`config.mk`:
```
export PLATFORM = sky130hd
export DESIGN_NAME = cipher_mem_sequencer
export DESIGN_NICKNAME = d
export VERILOG_FILES = /design/src/rtl/cipher_mem_sequencer.sv
export SDC_FILE = /design/constraint.sdc
export NUM_CORES = 1
export LEC_CHECK = 0
export CAP_MARGIN = 20
export CELL_PAD_IN_SITES_DETAIL_PLACEMENT = 1
export CELL_PAD_IN_SITES_GLOBAL_PLACEMENT = 2
export CORE_MARGIN = 4
export CORE_UTILIZATION = 29
export DETAILED_ROUTE_END_ITERATION = 7
export PLACE_DENSITY_LB_ADDON = 0.12
export SLEW_MARGIN = 10
export SYNTH_ARGS = -nofsm -noshare
export SYNTH_HDL_FRONTEND = slang
export SYNTH_SLANG_ARGS = --single-unit
```
`constraint.sdc`:
```
create_clock -name clk -period 2.7 [get_ports clk]
set_input_delay 0.405 -clock clk [delete_from_list [all_inputs] [get_ports clk]]
set_output_delay 0.405 -clock clk [all_outputs]
set_load 0.02 [all_outputs]
```
`src/rtl/cipher_mem_sequencer.sv`:
```
// cipher_mem_sequencer
//   Top-level controller between three byte-wide single-port RAMs (key,
//   plaintext, ciphertext) and a 64-bit block-cipher core. On an accepted
//   start it reads the 128-bit key once. For each block it then reads 8
//   plaintext bytes, launches the core, waits for the result under a watchdog
//   and writes the 8 result bytes back to the ciphertext RAM.
//
//   Ports
//     clk, rst_n           system clock, asynchronous active-low reset
//     start_i              job request, sampled only in IDLE
//     num_blocks_i         block count, latched on start and clamped to 2^(ADDR_W-3)
//     busy_o / done_o      job in progress / one-cycle end-of-job pulse
//     error_o              watchdog abort flag, held until the next accepted start
//     key_addr_o/key_dout_i  key RAM read port (1-cycle read latency)
//     pt_addr_o/pt_dout_i    plaintext RAM read port (1-cycle read latency)
//     ct_addr_o/ct_we_o/ct_din_o  ciphertext RAM write port
//     core_key_o/core_block_o/core_start_o  cipher core launch interface
//     core_done_i/core_result_i             cipher core result interface
//
//   state     | meaning
//   ----------+---------------------------------------------------------------
//   IDLE      | waiting for start_i
//   LOAD_KEY  | 17 cycles: key_addr 0..15, key bytes captured one cycle later
//   LOAD_PT   | 9 cycles: pt_addr 8i..8i+7, plaintext captured one cycle later
//   START     | core_start pulse, watchdog armed
//   WAIT_CORE | waiting for core_done; watchdog expiry aborts the job
//   WRITE_CT  | 8 cycles writing result bytes to ct_addr 8i..8i+7
//   FINISH    | done pulse, back to IDLE
module cipher_mem_sequencer #(
    parameter int ADDR_W  = 8,
    parameter int TIMEOUT = 1024
) (
    input  logic              clk,
    input  logic              rst_n,
    input  logic              start_i,
    input  logic [ADDR_W-3:0] num_blocks_i,
    output logic              busy_o,
    output logic              done_o,
    output logic              error_o,
    output logic [ADDR_W-1:0] key_addr_o,
    input  logic [7:0]        key_dout_i,
    output logic [ADDR_W-1:0] pt_addr_o,
    input  logic [7:0]        pt_dout_i,
    output logic [ADDR_W-1:0] ct_addr_o,
    output logic              ct_we_o,
    output logic [7:0]        ct_din_o,
    output logic [127:0]      core_key_o,
    output logic [63:0]       core_block_o,
    output logic              core_start_o,
    input  logic              core_done_i,
    input  logic [63:0]       core_result_i
);

    localparam int NB_W = ADDR_W - 2;
    localparam logic [NB_W-1:0] NB_MAX = NB_W'(2 ** (ADDR_W - 3));
    localparam int WD_W = $clog2(TIMEOUT);
    // Watchdog counts down from TIMEOUT-1 so that exactly TIMEOUT cycles are
    // spent in WAIT_CORE before the abort.
    localparam logic [WD_W-1:0] WD_LOAD = WD_W'(TIMEOUT - 1);

    typedef enum logic [2:0] {
        IDLE,
        LOAD_KEY,
        LOAD_PT,
        START,
        WAIT_CORE,
        WRITE_CT,
        FINISH
    } state_t;

    state_t            state_q;
    logic [4:0]        cnt_q;
    logic [WD_W-1:0]   wd_q;
    logic [NB_W-1:0]   nblk_q;
    logic [NB_W-1:0]   blk_q;
    logic [63:0]       res_q;

    logic              busy_q;
    logic              done_q;
    logic              error_q;
    logic [ADDR_W-1:0] key_addr_q;
    logic [ADDR_W-1:0] pt_addr_q;
    logic [ADDR_W-1:0] ct_addr_q;
    logic              ct_we_q;
    logic [7:0]        ct_din_q;
    logic [127:0]      key_q;
    logic [63:0]       block_q;
    logic              core_start_q;

    logic [NB_W-1:0]   nblk_d;
    logic [NB_W-1:0]   blk_nxt;
    logic              blk_last;
    logic [ADDR_W-1:0] blk_base;
    logic [ADDR_W-1:0] nxt_base;

    always_comb begin
        nblk_d = num_blocks_i;
        if (num_blocks_i > NB_MAX) begin
            nblk_d = NB_MAX;
        end
    end

    assign blk_nxt  = blk_q + 1'b1;
    assign blk_last = (blk_nxt >= nblk_q);
    assign blk_base = {blk_q[ADDR_W-4:0], 3'b000};
    assign nxt_base = {blk_nxt[ADDR_W-4:0], 3'b000};

    always_ff @(posedge clk or negedge rst_n) begin
        if (!rst_n) begin
            state_q      <= IDLE;
            cnt_q        <= '0;
            wd_q         <= '0;
            nblk_q       <= '0;
            blk_q        <= '0;
            res_q        <= '0;
            busy_q       <= 1'b0;
            done_q       <= 1'b0;
            error_q      <= 1'b0;
            key_addr_q   <= '0;
            pt_addr_q    <= '0;
            ct_addr_q    <= '0;
            ct_we_q      <= 1'b0;
            ct_din_q     <= '0;
            key_q        <= '0;
            block_q      <= '0;
            core_start_q <= 1'b0;
        end else begin
            core_start_q <= 1'b0;
            done_q       <= 1'b0;
            case (state_q)
                IDLE: begin
                    if (start_i) begin
                        error_q <= 1'b0;
                        nblk_q  <= nblk_d;
                        blk_q   <= '0;
                        if (nblk_d == '0) begin
                            done_q  <= 1'b1;
                            state_q <= FINISH;
                        end else begin
                            busy_q     <= 1'b1;
                            cnt_q      <= 5'd16;
                            key_addr_q <= '0;
                            state_q    <= LOAD_KEY;
                        end
                    end
                end
                // cnt_q runs 16..0; the first cycle has no data yet and the
                // address stops advancing once byte 15 has been requested.
                LOAD_KEY: begin
                    if (cnt_q != 5'd16) begin
                        key_q <= {key_q[119:0], key_dout_i};
                    end
                    if (cnt_q > 5'd1) begin
                        key_addr_q <= key_addr_q + 1'b1;
                    end
                    if (cnt_q == '0) begin
                        cnt_q     <= 5'd8;
                        pt_addr_q <= '0;
                        state_q   <= LOAD_PT;
                    end else begin
                        cnt_q <= cnt_q - 1'b1;
                    end
                end
                LOAD_PT: begin
                    if (cnt_q != 5'd8) begin
                        block_q <= {block_q[55:0], pt_dout_i};
                    end
                    if (cnt_q > 5'd1) begin
                        pt_addr_q <= pt_addr_q + 1'b1;
                    end
                    if (cnt_q == '0) begin
                        core_start_q <= 1'b1;
                        wd_q         <= WD_LOAD;
                        state_q      <= START;
                    end else begin
                        cnt_q <= cnt_q - 1'b1;
                    end
                end
                START: begin
                    state_q <= WAIT_CORE;
                end
                WAIT_CORE: begin
                    if (core_done_i) begin
                        ct_we_q   <= 1'b1;
                        ct_addr_q <= blk_base;
                        ct_din_q  <= core_result_i[63:56];
                        res_q     <= {core_result_i[55:0], 8'h00};
                        cnt_q     <= 5'd7;
                        state_q   <= WRITE_CT;
                    end else if (wd_q == '0) begin
                        error_q <= 1'b1;
                        busy_q  <= 1'b0;
                        done_q  <= 1'b1;
                        state_q <= FINISH;
                    end else begin
                        wd_q <= wd_q - 1'b1;
                    end
                end
                WRITE_CT: begin
                    if (cnt_q == '0) begin
                        ct_we_q <= 1'b0;
                        if (blk_last) begin
                            busy_q  <= 1'b0;
                            done_q  <= 1'b1;
                            state_q <= FINISH;
                        end else begin
                            blk_q     <= blk_nxt;
                            pt_addr_q <= nxt_base;
                            cnt_q     <= 5'd8;
                            state_q   <= LOAD_PT;
                        end
                    end else begin
                        cnt_q     <= cnt_q - 1'b1;
                        ct_addr_q <= ct_addr_q + 1'b1;
                        ct_din_q  <= res_q[63:56];
                        res_q     <= {res_q[55:0], 8'h00};
                    end
                end
                FINISH: begin
                    state_q <= IDLE;
                end
                default: begin
                    state_q <= IDLE;
                end
            endcase
        end
    end

    assign busy_o       = busy_q;
    assign done_o       = done_q;
    assign error_o      = error_q;
    assign key_addr_o   = key_addr_q;
    assign pt_addr_o    = pt_addr_q;
    assign ct_addr_o    = ct_addr_q;
    assign ct_we_o      = ct_we_q;
    assign ct_din_o     = ct_din_q;
    assign core_key_o   = key_q;
    assign core_block_o = block_q;
    assign core_start_o = core_start_q;

endmodule

```
==> summary.txt <==
Place
  • Detailed Place HPWL: 29320 µm
  • Routability cong.: 0.7612
  • # placed instances: 2024
  • # port buffers: 318
  • Setup Slack @ Placement: around 20 ps

Route
  • # DRC: 0
  • Final antenna-violating net count: 0
  • Routed vias/inst: 4.696
  • Pre-Repair DR Iteration Count: 4
  • Via count: just under 10000
  • DR WL/cell: 19.89 µm
  • Initial DRC Count: 413
  • Total length of routed wires: 41720 µm

Worst setup path
  • Startpoint Class: flop
  • Worst EP required: 3130 ps
  • Critical Path Slowest Stage Cell: dfrtp_1
  • Max stage delay on crit path: roughly 360 ps
  • Worst Path Max Fanout: 5
  • Cells along the critical path: ha_2, nand3_1, xnor2_2, ha_1, a21o_1, a21oi_1, o21ai_2, a221oi_2, a21o_1, mux2_2
  • Most frequent CP cell: a21o_1
  • Flop-to-flop setup slack: around 130 ps
  • CP Capture Type: flop
  • CP arrival: about 3000 ps
  • Setup CP Type: flop to flop

Global route
  • First-pass GRT wire length: 64790 µm
  • Vias in the first global route: 10610
  • Total GRT Usage: between 10% and 20%
  • Overflow after GRT: 0
  • Initial antenna violation count: 5
  • Largest net degree at the start of global routing: 121

Yosys
  • Synthesized flop and latch total: ~320
  • Share of the synthesized area in the top cell type: 59.29%
  • Sequential fraction of the synthesis area: 59.29%
  • Largest area contributor in the netlist: dfrtp_1
  • Predominant post-synthesis flop cell: dfrtp_1
  • Commonest cells post-synth: 315 x dfrtp_1, 201 x mux2_2, 173 x nand2_1, 96 x nor2_1, 66 x a31oi_1
  • Asr flop ratio synth: 100.0%
  • Ys Warns: 0
  • Synthesized instance count: 1132
  • Most frequent cell after synthesis: dfrtp_1
  • Syn_area_per_cell: 11.74 µm²
  • Yosys cell types: 54
  • Post-synth EDFFs: 0
  • Synth Cell Area: roughly 13000 µm²
  • Top post-synthesis cells by area: dfrtp_1 59%, mux2_2 17%, nand2_1 4.9%, a31oi_1 3.1%, nor2_1 2.7%
  • Net count after synthesis: 1236

STA
  • Setup TNS: 0 ps
  • WHS: 360.3 ps
  • Final Slew Violations: 0
  • Least-Margin Pin Slew: 593.5 ps
  • Final hold viol count: 0
  • Fin worst setup slack: 134.2 ps
  • # setup viols final: 0
  • Final min period: roughly 2600 ps
  • RSZ-0062 raised after global routing: false
  • Final period util: 95.03%
  • Clock Skew: approximately 20 ps
  • Max frequency: 389.7 MHz
  • Max transition margin: 60.01%

Floorplan
  • Starting density of the core: 29.29%
  • DIE WIDTH: 222.1 µm
  • Die height: 222.1 µm
  • Std cell rows: just under 80
  • Die Area: 49330 µm²
  • # IOs: roughly 320
  • Core Area: around 45000 µm²

Final layout
  • Layout Nets: around 1600
  • Share of cells above drive strength 1: 21.27%
  • Fin cells: 2097
  • Layout Area Growth over Synthesis: 40.97%

Clocking
  • Htree depth: 2
  • Clock Sink Count: 315
  • Clock buffer depth: 3
  • CTS root buf: clkbuf_16
  • Clk slew on worst S/H paths: approximately 60 ps
  • CTS tree: yes
  • TritonCTS Buffers: 39
  • Clk_lat worst skew: ~550 ps

Status
  • Status: completed

Run
  • Max Cap Violations: 0

Pwr
  • Peak VDD IR: 691.7 µV
  • Pleak: 0.007979 µW
  • Power density over the cells: 1309 nW/µm²

Worst hold path
  • Tightest Hold Check Type: input port to asynchronous set/reset pin
[kinds of logic (layout without fill, tap and decap cells)]
| kind of cell | Yosys count | in the layout | synth area share, % |
|---|---|---|---|
| compound gates | 162 | 162 | 7.511 |
| xor+xnor | 12 | 12 | 0.7906 |
| fa+ha+maj | 14 | 14 | 1.318 |
| buf+inv | 79 | 442 | 2.579 |
| flops | 315 | 315 | 59.29 |
| mux | 202 | 202 | 17.10 |
| other cells | 0 | 2 | 0 |
| simple gates | 348 | 348 | 11.41 |
[flip-flops by register name, indices dropped and copies added (netlist names)]
name	cells
cnt_q	5
done_o	1
error_o	1
ct_we_o	1
nblk_q	6
state_q	3
ct_din_o	8
ct_addr_o	8
key_addr_o	8
blk_q	6
core_block_o	64
core_start_o	1
pt_addr_o	8
busy_o	1
core_key_o	128
res_q	56
wd_q	10
[final cells by class]
class	count	area [µm²]
Clock buffer	55	1116
Multi-Input combinational cell	738	5149
Fill cell	4902	26640
Inverter	18	67.56
Tap cell	600	750.7
Antenna cell	2	5.005
Clock inverter	13	143.9
Sequential cell	315	7883
Timing Repair Buffer	356	3626
[layout by cell type, fill, tap and decap left out, types with 8 or more instances in the layout]
cell	n
nand3_1	26
mux2_2	201
a21oi_1	19
o21ai_0	44
nand2_1	172
ha_1	13
nand2b_1	11
clkbuf_8	8
clkbuf_1	8
a31oi_1	65
buf_12	10
and3_1	10
buf_4	25
clkdlybuf4s50_1	317
nor2_1	94
dfrtp_1	315
inv_1	18
clkbuf_16	40
[where the power goes]
group          leakage (µW)  switching (µW)  internal (µW)
Sequential          0.00386            1550           6820
Combinational       0.00350            5470           5550
Clock              0.000622            2060           3080
[metrics by stage]
stage / utilization, % / power, µW / instance area [µm²]
floorplan: - / 14270 / 13290
global placement: 38.30 / 19360 / 17380
detailed placement: 38.30 / 19590 / 17380
CTS: 41.11 / 24950 / 18650
global route: 41.30 / 26090 / 18740
finish: 41.30 / 24530 / 18740
[critical path: cells and delay by family (launching register included)]
kind | cells | cell delay [ps]
simple gates | 1 | 120
mux | 1 | 360
fa+ha+maj | 2 | 520
compound gates | 5 | 920
flops | 1 | 360
xor+xnor | 1 | 170
[worst paths after layout]
path                                   from               to  depth (start not counted)
min                                   rst_n  core_key_o[121]                          2
max                                blk_q[1]         cnt_q[4]                         10
min reg2reg                        res_q[8]         res_q[8]                          2
max reg2reg                        blk_q[1]         cnt_q[4]                         10
min in group clk           core_result_i[5]        res_q[13]                          3
max in group asynchronous             rst_n      ct_din_o[5]                          4
[routing by layer]
layer	wire [µm]	GRT usage [%]	vias to the layer above
met5	27	0	-
met4	1394	6.102	4
met3	1918	3.773	67
met2	20960	28.11	180
met1	17410	20.50	4969
li1	-	-	4627
[repair_timing]
| action | 4_1_cts | 5_1_grt |
|---|---|---|
| setup endpoints to repair | 1 | 52 |
| setup buffers | 0 | 1 |
| gates resized for setup | 1 | 12 |
| hold buffers | 1 | 0 |
| pin swaps | 0 | 2 |
| endpoints found under the hold margin | 37 | 0 |
| cloned | 0 | 1 |
Power figures use the tool's default switching activity.
